==> config.mk <==
export PLATFORM = sky130hd
export DESIGN_NAME = mult_hilo_flat
export DESIGN_NICKNAME = d
export VERILOG_FILES = /design/src/rtl/mult_hilo_if.sv /design/src/rtl/mult_hilo.sv /design/src/flat_wrapper.sv
export SDC_FILE = /design/constraint.sdc
export NUM_CORES = 1
export LEC_CHECK = 0
export BUFFER_PORTS_ARGS = -buffer_cell sky130_fd_sc_hd__buf_4
export CAP_MARGIN = 20
export CORE_MARGIN = 1.5
export CORE_UTILIZATION = 45
export DETAILED_ROUTE_END_ITERATION = 10
export PLACE_DENSITY = 0.61
export SLEW_MARGIN = 20
export SYNTH_ARGS = -nofsm -noshare
export SYNTH_HDL_FRONTEND = slang
export SYNTH_SLANG_ARGS = --single-unit
==> constraint.sdc <==
create_clock -name clk -period 4.1 [get_ports clk]
set_input_delay 1.23 -clock clk [delete_from_list [all_inputs] [get_ports clk]]
set_output_delay 1.23 -clock clk [all_outputs]
set_load 0.02 [all_outputs]
==> src/rtl/mult_hilo_if.sv <==
// mult_hilo_if: decoder/execute-side bundle for the HI/LO multiplier
//   master: decoder/execute stage (drives start, signed_op, op_a, op_b, read_hi, read_lo)
//   slave : mult_hilo (drives hi, lo, busy, done, stall)
interface mult_hilo_if #(parameter int WIDTH = 32);
  logic start, signed_op, read_hi, read_lo, busy, done, stall;
  logic [WIDTH-1:0] op_a, op_b, hi, lo;
  modport master (output start, signed_op, op_a, op_b, read_hi, read_lo,
                  input hi, lo, busy, done, stall);
  modport slave (input start, signed_op, op_a, op_b, read_hi, read_lo,
                 output hi, lo, busy, done, stall);
endinterface

==> src/rtl/mult_hilo.sv <==
// mult_hilo: iterative radix-2 32x32 multiplier owning the HI/LO register pair
//   clk   : rising-edge clock
//   rst_n : asynchronous active-low reset, clears all state including HI/LO
//   bus   : slave side of mult_hilo_if
//           in  start, signed_op, op_a, op_b, read_hi, read_lo
//           out hi, lo (registered), busy, done (one-cycle pulse), stall (combinational)
module mult_hilo #(parameter int WIDTH = 32) (
  input logic clk,
  input logic rst_n,
  mult_hilo_if.slave bus
);
  typedef enum logic [1:0] {IDLE, CALC, FIX} state_t;
  localparam int CW = $clog2(WIDTH);
  state_t state;
  logic [WIDTH-1:0] mcand, mplier, hi, lo;
  logic [2*WIDTH-1:0] acc, prod;
  logic [WIDTH:0] sum;
  logic [CW-1:0] count;
  logic neg, busy, done;
  // Upper half plus multiplicand keeps its carry so the right shift loses nothing.
  assign sum = {1'b0, acc[2*WIDTH-1:WIDTH]} + (mplier[0] ? {1'b0, mcand} : '0);
  assign prod = neg ? -acc : acc;
  assign bus.hi = hi;
  assign bus.lo = lo;
  assign bus.busy = busy;
  assign bus.done = done;
  assign bus.stall = (bus.start | bus.read_hi | bus.read_lo) & busy;
  always_ff @(posedge clk or negedge rst_n)
    if (!rst_n) begin
      state <= IDLE;
      hi <= '0;
      lo <= '0;
      acc <= '0;
      mcand <= '0;
      mplier <= '0;
      count <= '0;
      neg <= 1'b0;
      busy <= 1'b0;
      done <= 1'b0;
    end else begin
      done <= 1'b0;
      case (state)
        IDLE: if (bus.start) begin
          // Magnitudes fit unsigned WIDTH bits, including the most negative value.
          mcand <= (bus.signed_op & bus.op_a[WIDTH-1]) ? -bus.op_a : bus.op_a;
          mplier <= (bus.signed_op & bus.op_b[WIDTH-1]) ? -bus.op_b : bus.op_b;
          neg <= bus.signed_op & (bus.op_a[WIDTH-1] ^ bus.op_b[WIDTH-1]);
          acc <= '0;
          count <= CW'(WIDTH - 1);
          busy <= 1'b1;
          state <= CALC;
        end
        CALC: begin
          acc <= {sum, acc[WIDTH-1:1]};
          mplier <= mplier >> 1;
          count <= count - 1'b1;
          if (count == '0) state <= FIX;
        end
        FIX: begin
          hi <= prod[2*WIDTH-1:WIDTH];
          lo <= prod[WIDTH-1:0];
          done <= 1'b1;
          busy <= 1'b0;
          state <= IDLE;
        end
        default: state <= IDLE;
      endcase
    end
endmodule

==> src/flat_wrapper.sv <==
// flat-port wrapper written by rule: the top's interface ports become plain ports
module mult_hilo_flat 
#(parameter int WIDTH = 32)
  (clk, rst_n, bus_start, bus_signed_op, bus_op_a, bus_op_b, bus_read_hi, bus_read_lo, bus_hi, bus_lo, bus_busy, bus_done, bus_stall);
  mult_hilo_if #(.WIDTH(WIDTH)) bus_i ();
  input logic clk;
  input logic rst_n;
  input wire logic [$bits(bus_i.start)-1:0] bus_start;
  input wire logic [$bits(bus_i.signed_op)-1:0] bus_signed_op;
  input wire logic [$bits(bus_i.op_a)-1:0] bus_op_a;
  input wire logic [$bits(bus_i.op_b)-1:0] bus_op_b;
  input wire logic [$bits(bus_i.read_hi)-1:0] bus_read_hi;
  input wire logic [$bits(bus_i.read_lo)-1:0] bus_read_lo;
  output wire logic [$bits(bus_i.hi)-1:0] bus_hi;
  output wire logic [$bits(bus_i.lo)-1:0] bus_lo;
  output wire logic [$bits(bus_i.busy)-1:0] bus_busy;
  output wire logic [$bits(bus_i.done)-1:0] bus_done;
  output wire logic [$bits(bus_i.stall)-1:0] bus_stall;
  assign bus_i.start = bus_start;
  assign bus_i.signed_op = bus_signed_op;
  assign bus_i.op_a = bus_op_a;
  assign bus_i.op_b = bus_op_b;
  assign bus_i.read_hi = bus_read_hi;
  assign bus_i.read_lo = bus_read_lo;
  assign bus_hi = bus_i.hi;
  assign bus_lo = bus_i.lo;
  assign bus_busy = bus_i.busy;
  assign bus_done = bus_i.done;
  assign bus_stall = bus_i.stall;
  mult_hilo #(.WIDTH(WIDTH)) u_core (.clk(clk), .rst_n(rst_n), .bus(bus_i));
endmodule
==> metrics.md, run 1 <==
| Metric | Value |
|---|---|
| R2R depth | 10 |
| Sum Neg Setup Slack | 0 ns |
| Pins Over Slew Limit | 0 |
| Detail Route Antenna Nets | 0 |
| Cell depth of the worst hold path | 2 |
| Leakage | between 0.006 and 0.007 uW |
| Worst-path clk slew | 0.06 ns |
| Vias per inst | 5.59 |
| Final min period | approximately 3.3 ns |
| Endpoint, Worst Hold | u_core.mcand[10] |
| Number of detailed-route iterations in the first pass | 5 |
| Crit. End Element | flop |
| Routability Congestion | 0.904 |
| Top cells by area, synth | dfrtp_1, o21ai_0, xor2_1 |
| Dominant synthesized flop cell | dfrtp_1 |
| Num rows | 59 |
| Crit Reg-Reg Endpoint | u_core.acc[47] |
| Syn Inst Count | 1,336 |
| WS Path Type | reg -> reg |
| Cell Area, Placed | 0.0133 sq mm |
| CTS root buf | clkbuf_16 |
| Clock tree buffer depth | 3 |
| Worst VDD drop | roughly 0.31 mV |
| Global-route wire length before repair | 49.4 mm |
| Sequential area share after synthesis | approximately 42% |
| Diode count | 0 |
| FILL cells | 2,512 |
| Initial DRC Count | 611 |
| RSZ-0062 raised after global routing | false |
| Fin area | about 0.014 sq mm |
| Hold Buf Count CTS | 0 |
| Wire per inst | 16.8 um |
| Worst Setup Slack, final | 0.823 ns |
| Final Skew | 0.0148 ns |
| Most used cell, CP | o21ai_0 |
| Status | finished clean |
| Pwr dens | 708 mW/mm^2 |
| #FFs+latches synth | 202 |
| Ys Warns | 0 |
| HP Start | u_core.mcand[10] |
| Clk_lat worst skew | 0.53 ns |
| Max Cap Viol | 0 |
| Tcrit/Tclk final | 79.9% |
| Worst Path Arrival | 3.72 ns |
| Syn avg cell area | 8.96 sq um |
| IO Port Bufs | 136 |
| Synthesis-to-finish area growth | 17.2% |
| DR vias | approximately 10,000 |
| Sinks on Clock Net | 202 |
| Most common cell after layout, fill and taps aside | dfrtp_1 |
| EDFF count, synth | 0 |
| Post-Place Setup Slack | between 0.5 and 0.6 ns |
| GRT Overall Usage | 21.5% |
| CP cell instances | buf_4, and2_1, ha_1, or2_2, a21oi_1, a31oi_1, a21boi_0, o21ai_0, xnor2_1, o21ai_0 |
| Unique cell type count in the Yosys netlist | 67 |
| Residual DRC count | 0 |
| Global route overflow | 0 |
| Initial Utilization | 45.9% |
| Post-CTS setup buffer count | 0 |
| Crit-path slowest cell | a21boi_0 |
| TritonCTS clock tree | built |
| Area leader, netlist | dfrtp_1 |
| Top-Level Pins | 137 |
| Crit-path max FO | 31 |
| Final Setup Violations | 0 |
| Vias in the first global route | 9,402 |
| Slew @ Worst Pin | 1.12 ns |
| Largest net degree at the start of global routing | 85 |
| Worst Path Buf+Inv | 1 |
| Crit path launch type | flop |
| Post-synth ARST share | 100% |
| Cell family with most CP delay | compound AO/OA/AOI/OAI gates |
| Die area | roughly 0.028 sq mm |
| Slew Limit Headroom | 24.5% |
| Worst flop-to-flop path startpoint | u_core.mplier[0] |
| Critical path data required time | 4.54 ns |
| Flop-to-flop setup slack | between 0.8 and 0.9 ns |
| Die Span Y | 166 um |
| PostCTS Resize Cnt | 0 |
| Initial antenna violation count | 0 |
| Die Wd | 166 um |
| Detailed placer's ending HPWL | 21.8 mm |
| Core area | ~0.026 sq mm |
| Share of cells above drive strength 1 | 14.5% |
| Mapped Area | 0.0120 sq mm |
| Number of H-tree levels | 1 |
| Routed WL | 30.1 mm |
| Most frequent cells in the layout | dfrtp_1, o21ai_0, nand2_1 |
| Synth top area share | 42.2% |
| Hold crit path type | reg -> reg |
| Max frequency | 305 MHz |
| Final #Nets | 1,547 |
| TritonCTS Buffers | 23 |
| Syn nets | 1,444 |
| CP max stage delay | 0.90 ns |
| Fin. Hold Viols | 0 |
[metrics by stage]
stage | cells | total power, uW | utilization [%] | hold slack [ns]
2_1_floorplan | 1336 | 6610 | - | 0.438
3_3_place_gp | 1749 | 7790 | 51.0 | 0.454
3_5_place_dp | 1749 | 7880 | 51.0 | 0.465
4_1_cts | 1790 | 9970 | 53.9 | 0.479
5_1_grt | 1790 | 10700 | 53.9 | 0.493
6_report | 1790 | 9940 | 53.9 | 0.469
[worst max path at each step]
stage / startpoint / to / slack [ns] / cells after the start
3_5_place_dp: bus_op_b[14] / u_core.mplier[26] / 0.57 / 8
5_1_grt: u_core.mplier[0] / u_core.acc[47] / 0.58 / 10
6_report: u_core.mplier[0] / u_core.acc[47] / 0.82 / 10
4_1_cts: u_core.mplier[0] / u_core.acc[47] / 0.84 / 10
3_3_place_gp: bus_op_b[14] / u_core.mplier[26] / 0.62 / 8
2_1_floorplan: bus_op_b[14] / u_core.mplier[26] / 0.94 / 7
[per-layer routing]
| metal | track usage [%] | wire length [um] | up-vias |
|---|---|---|---|
| met3 | 3.03 | 1820 | 35 |
| met5 | 0 | 0 | - |
| li1 | - | - | 5020 |
| met1 | 32.7 | 14900 | 4689 |
| met4 | 4.15 | 387 | 0 |
| met2 | 32.8 | 13000 | 266 |
[synth_stat cells (4+ instances only)]
cell type / n
a211oi_1: 5
a21boi_0: 6
a21o_1: 8
a21oi_1: 65
a22o_1: 31
a22oi_1: 21
a31oi_1: 8
and2_1: 40
and3_1: 9
buf_1: 4
clkbuf_1: 66
dfrtp_1: 202
ha_1: 37
inv_1: 29
nand2_1: 195
nand2b_1: 7
nand3_1: 15
nand3b_1: 5
nand4_1: 6
nor2_1: 49
nor3_1: 15
nor4_1: 14
o211ai_1: 6
o21a_1: 5
o21ai_0: 196
o21ai_1: 7
o22ai_1: 22
o31ai_1: 27
o41ai_1: 12
or2_2: 7
or3_1: 11
or4_1: 8
xnor2_1: 43
xor2_1: 103
[worst min-delay path, cell delays in order, from the launching register on]
cell     delay (ns)
dfrtp_1        0.33
nand2_1        0.04
o21ai_0        0.05
[flip-flops by register name, summed over array words and instances, names as in the netlist]
| register | count |
|---|---|
| u_core.acc | 64 |
| u_core.bus.busy | 1 |
| u_core.bus.done | 1 |
| u_core.bus.hi | 32 |
| u_core.bus.lo | 32 |
| u_core.count | 5 |
| u_core.mcand | 32 |
| u_core.mplier | 32 |
| u_core.neg | 1 |
| u_core.state | 2 |
[where the power goes]
part	internal (uW)	switching (uW)
Sequential	2670	807
Clock	1200	841
Combinational	1850	2560
[layout make-up]
cell class                      count  area (sq um)  share of cell area (%)
Clock buffer                       32           629                    4.48
Clock inverter                      9           113                   0.802
Inverter                           29           109                   0.776
Multi-Input combinational cell   1034          6570                    46.8
Sequential cell                   202          5060                    36.0
Tap cell                          335           419                    2.99
Timing Repair Buffer              149          1140                    8.10
[logic make-up (layout without fill, tap and decap cells)]
| kind of cell | count (synthesis) | count (layout) | synth area share [%] |
|---|---|---|---|
| XOR/XNOR | 146 | 146 | 10.7 |
| AND/OR/NAND/NOR | 402 | 402 | 16.7 |
| adder cells (fa/ha/maj) | 38 | 38 | 4.03 |
| buffers and inverters | 100 | 219 | 3.15 |
| AO/OA/AOI/OAI | 447 | 447 | 23.2 |
| flip-flops | 202 | 202 | 42.2 |
| multiplexers | 1 | 1 | 0.0836 |
Note: power is estimated with default switching activity, not from simulation.
==> inputs of run 2 (changes only) <==
- clock period: 4.1 -> 3.1 ns (I/O delays scaled with it)
==> metrics.md, run 2 (synthesis results as in run 1) <==
| Metric | Value |
|---|---|
| Wire per inst | approximately 16 um |
| Max reg flops | 64 |
| Final Setup Violations | 0 |
| Sinks on Clock Net | between 200 and 250 |
| Slew Limit Headroom | 29.0% |
| Crit path launch type | flop |
| Number of H-tree levels | 1 |
| Worst hold slack | 0.431 ns |
| Worst Path Arrival | approximately 3.3 ns |
| Status | finished clean |
| Number of detailed-route iterations in the first pass | 5 |
| IO Port Bufs | 136 |
| Detailed placer's ending HPWL | 22.1 mm |
| R2R depth | 10 |
| Share of cells above drive strength 1 | 16.0% |
| Diode count | 0 |
| Flop-to-flop setup slack | between 0.2 and 0.25 ns |
| Clk_lat worst skew | between 0.5 and 0.6 ns |
| Routed met2 length | 12.8 mm |
| Worst VDD drop | 0.449 mV |
| Final min period | between 2 and 3 ns |
| Slew @ Worst Pin | 1.07 ns |
| Top-Level Pins | roughly 140 |
| Pins Over Slew Limit | 0 |
| Final Skew | 0.0114 ns |
| Global-route wire length before repair | between 50 and 60 mm |
| GRT Overall Usage | around 22% |
| Initial DRC Count | approximately 600 |
| Worst-path clk slew | 0.06 ns |
| Crit-path max FO | 24 |
| Final #Nets | 1,571 |
| Routability Congestion | between 0.9 and 1 |
| Clock tree buffer depth | 3 |
| RSZ-0062 raised after global routing | false |
| Die Wd | about 170 um |
| Crit Reg-Reg Endpoint | u_core.acc[52] |
| CTS root buf | clkbuf_16 |
| Hold Buf Count CTS | 0 |
| Sum Neg Setup Slack | 0 ns |
| Detail Route Antenna Nets | 0 |
| Vias in the first global route | 9,812 |
| Vias per inst | 5.54 |
| Hold crit path type | in -> async |
| Leakage | between 0.006 and 0.007 uW |
| Synthesis-to-finish area growth | 19.0% |
| Die area | 0.0276 sq mm |
| Num rows | 59 |
| TritonCTS clock tree | built |
| Max frequency | 345 MHz |
| Core area | ~0.026 sq mm |
| WS Path Type | reg -> reg |
| Routed WL | 29.8 mm |
| TritonCTS Buffers | 24 |
| Die Span Y | 166 um |
| Pwr dens | 925 mW/mm^2 |
| Critical path data required time | 3.49 ns |
| Crit path capture | u_core.acc[52] |
| Met3 wire length | about 1.4 mm |
| Crit. End Element | flop |
| Post-CTS setup buffer count | 0 |
| Final cell count without fillers | 1,812 |
| Largest net degree at the start of global routing | 131 |
| Reg with most FFs | u_core.acc |
| Most common cell after layout, fill and taps aside | dfrtp_1 |
| Most frequent cells in the layout | dfrtp_1, nand2_1, o21ai_0 |
| CP startpoint | u_core.mplier[0] |
| Initial antenna violation count | 0 |
| Cell Area, Placed | 0.0135 sq mm |
| Global route overflow | 0 |
| Fin. Hold Viols | 0 |
| Overall Power | about 13,000 uW |
| Fin area | 0.0142 sq mm |
| Tcrit/Tclk final | a little over 90% |
| Max layer used | met4 |
| Initial Utilization | 45.9% |
| DR vias | approximately 10,000 |
| DP Cell Count | 1,772 |
| Worst flop-to-flop path startpoint | u_core.mplier[0] |
| Max Cap Viol | 0 |
| M1 wire length | 15.1 mm |
| Residual DRC count | 0 |
[run 2: cell count changes in the layout (fill, tap and decap cells not counted), moves of 2 or more]
| cell | before | now |
|---|---|---|
| clkinv_2 | 5 | 3 |
| o21ai_1 | 6 | 8 |
| bufinv_16 | 2 | 0 |
| buf_4 | 147 | 166 |
| buf_12 | 1 | 4 |
| o21ai_0 | 196 | 194 |
| clkbuf_8 | 3 | 5 |
[run 2: how the worst min path moves through the flow]
| stage | start | endpoint | slack, ns |
|---|---|---|---|
| floorplan | u_core.mcand[31] | u_core.mcand[31] | 0.44 |
| global placement | u_core.mcand[12] | u_core.mcand[12] | 0.45 |
| detailed placement | u_core.mcand[19] | u_core.mcand[19] | 0.46 |
| CTS | rst_n | u_core.bus.hi[15] | 0.47 |
| global route | rst_n | u_core.bus.hi[16] | 0.49 |
| finish | rst_n | u_core.bus.hi[16] | 0.43 |
[run 2: cell type report]
cell class,instances,area (sq um)
Fill cell,2457,11800
Multi-Input combinational cell,1034,6590
Sequential cell,202,5060
Timing Repair Buffer,172,1350
Clock buffer,35,682
Tap cell,335,419
Inverter,29,109
Clock inverter,5,38.8
[run 2: critical path, cell delays in order, from the launching register on]
cell and delay [ns]:
dfrtp_1 0.41, buf_4 0.21, and2_1 0.17, ha_1 0.33, a21o_1 0.20, o21bai_1 0.26, o2111a_1 0.32, or2_2 0.34
a31oi_1 0.21, xor2_1 0.20, o21ai_0 0.10
[run 2: what timing repair did]
item,4_1_cts,5_1_grt
setup endpoints to repair,0,6
hold endpoints to repair,0,0
gates resized for setup,0,5
[run 2: metrics by stage]
step                      util (%)  worst slack, ns
after CTS                     54.6            0.171
after global placement        51.8          -0.0597
after global routing          54.7           0.0229
after floorplan                  -            0.184
final                         54.7            0.203
after detailed placement      51.8          -0.0774
[run 2: report_power, final]
group          total (uW)  leakage (uW)  switching, uW  internal (uW)
Sequential           4570       0.00247           1040           3530
Clock                2600      0.000352           1090           1520
Combinational        5990       0.00349           3440           2560
[run 2: layer usage]
layer | vias up | track usage [%]
met3 | 40 | 2.45
met1 | 4687 | 33.2
met2 | 242 | 33.3
met5 | - | 0
met4 | 0 | 5.17
li1 | 5069 | -
==> inputs of run 3 (changes only) <==
- CORE_ASPECT_RATIO: default -> 0.6
- CORE_UTILIZATION: 45 -> 60
- PLACE_DENSITY: 0.61 -> 0.79
- SETUP_SLACK_MARGIN: default -> 0.4
==> metrics.md, run 3 (synthesis results as in run 1) <==
| Metric | Value |
|---|---|
| Global-route wire length before repair | ~52 mm |
| Slew @ Worst Pin | just under 0.8 ns |
| Leakage | approximately 0.0064 uW |
| Crit. End Element | flop |
| Worst-path clk slew | about 0.070 ns |
| DR vias | 10,900 |
| Register Area | 0.00506 sq mm |
| CTS root buf | clkbuf_16 |
| Hold Buf Count CTS | 0 |
| Number of H-tree levels | 1 |
| Area of the multi-input gates | 0.00705 sq mm |
| Max frequency | 368 MHz |
| Met2 GRT Util | 46.2% |
| Initial DRC Count | approximately 1,200 |
| Number of detailed-route iterations in the first pass | 5 |
| Final #Nets | 1,582 |
| Util after Layout | 76.5% |
| Max reg flops | 64 |
| R2R depth | 7 |
| TritonCTS clock tree | built |
| Fin. Hold Viols | 0 |
| Crit Reg-Reg Endpoint | u_core.bus.hi[31] |
| Die area | ~0.021 sq mm |
| Sum Neg Setup Slack | 0 ns |
| Pwr dens | 977 mW/mm^2 |
| Die Span Y | 112 um |
| Met3 usage | ~5.4% |
| Pins Over Slew Limit | 0 |
| Routability Congestion | 0.941 |
| Initial Utilization | 62.1% |
| Top-Level Pins | 137 |
| Critical path data required time | 3.49 ns |
| Vias in the first global route | 9,848 |
| FILL cells | 1,351 |
| IO Port Bufs | between 100 and 150 |
| Reg with most FFs | u_core.acc |
| Core area | 0.0193 sq mm |
| Worst Path Arrival | 3.10 ns |
| GRT Overall Usage | 31.2% |
| Clk_lat worst skew | 0.51 ns |
| Crit-path max FO | 5 |
| Worst hold slack | 0.417 ns |
| Residual DRC count | 0 |
| Grt met1 use | 47.6% |
| Status | finished clean |
| Flop-to-flop setup slack | 0.38 ns |
| Detailed placer's ending HPWL | ~23 mm |
| Share of cells above drive strength 1 | between 20% and 30% |
| Die Wd | 185 um |
| Slew Limit Headroom | 47.2% |
| Worst flop-to-flop path startpoint | u_core.acc[53] |
| Clock tree buffer depth | 3 |
| Vias per inst | 6.23 |
| Final min period | 2.72 ns |
| Num rows | 39 |
| Tcrit/Tclk final | 87.7% |
| Max Cap Viol | 0 |
| Initial antenna violation count | 0 |
| Most frequent cells in the layout | dfrtp_1, nand2_1, o21ai_0 |
| Synthesis-to-finish area growth | 23.2% |
| Hold crit path type | in -> async |
| Worst Setup Slack, final | 0.383 ns |
| Worst VDD drop | 0.758 mV |
| Final Skew | about 0.023 ns |
| Wire per inst | 19.1 um |
| RSZ-0062 raised after global routing | true |
| Largest net degree at the start of global routing | 90 |
| Sinks on Clock Net | ~200 |
| Global route overflow | 0 |
| Detail Route Antenna Nets | 0 |
| Final Setup Violations | 0 |
| GR peak layer | met1 |
| Crit path launch type | flop |
| Diode count | 0 |
| Most common cell after layout, fill and taps aside | dfrtp_1 |
| Routed WL | 33.4 mm |
| Post-Place Setup Slack | 0.104 ns |
| WS Path Type | reg -> reg |
| TritonCTS Buffers | 20 |
run 3: cell types whose count changed in the layout (fill, tap and decap cells not counted), moves of 5 or more:
cell and delta:
buf_4 +13, o21ai_0 -10, o31ai_1 -6, dfrtp_1 -5, nand2_1 -5, ha_1 -13
clkbuf_1 -5, o21ai_1 +7, ha_2 +7, nand2_2 +5, ha_4 +6, a21oi_1 -5
run 3: worst max path at each step:
stage | start | to | slack, ns | depth (start not counted)
2_1_floorplan | bus_op_b[14] | u_core.mplier[26] | 0.34 | 7
3_3_place_gp | bus_op_a[12] | u_core.mcand[29] | 0.14 | 7
3_5_place_dp | bus_op_a[12] | u_core.mcand[29] | 0.10 | 7
4_1_cts | u_core.acc[24] | u_core.bus.hi[18] | 0.39 | 9
5_1_grt | u_core.acc[53] | u_core.bus.hi[31] | 0.32 | 7
6_report | u_core.acc[53] | u_core.bus.hi[31] | 0.38 | 7
run 3: power breakdown:
group,total [uW],internal [uW],switching (uW)
clock network,2670,1590,1080
registers,4700,3530,1160
logic,7030,3070,3960
run 3: timing repair:
item | in CTS | in global routing
resized for setup | 23 | 87
setup endpoints to repair | 31 | 57
pin swaps | 6 | 26
hold endpoints to repair | 0 | 0
setup buffers | 6 | 17
run 3: layout make-up:
class / instances / area share (%)
multi-input combinational: 1034 / 47.8
clock inverter: 9 / 0.908
tap: 266 / 2.26
sequential: 202 / 34.4
clock buffer: 27 / 3.99
timing repair buffer: 187 / 9.92
inverter: 29 / 0.738
run 3: per-layer routing:
metal  up-vias  share of wire (%)  wire, um
met4         0                2.3       776
met3        72                7.7      2570
met1      5291                 46     15200
li1       5096                  -         -
met2       460                 44     14800
met5         -                  0         0
run 3: through the flow:
step / instance area [sq um] / total power, uW / instances
floorplan: 12000 / 8750 / 1336
global placement: 13400 / 10400 / 1695
detailed placement: 13400 / 10500 / 1695
CTS: 14200 / 13500 / 1737
global route: 14700 / 15300 / 1754
finish: 14700 / 14400 / 1754
run 3: worst max-delay path, cell delays in order, from the launching register on:
cell and delay, ns:
dfrtp_1 0.49, or3_1 0.50, or4_1 0.48, nor4_1 0.33
nand3b_1 0.19, o31ai_2 0.25, xor2_1 0.28, o21ai_1 0.09
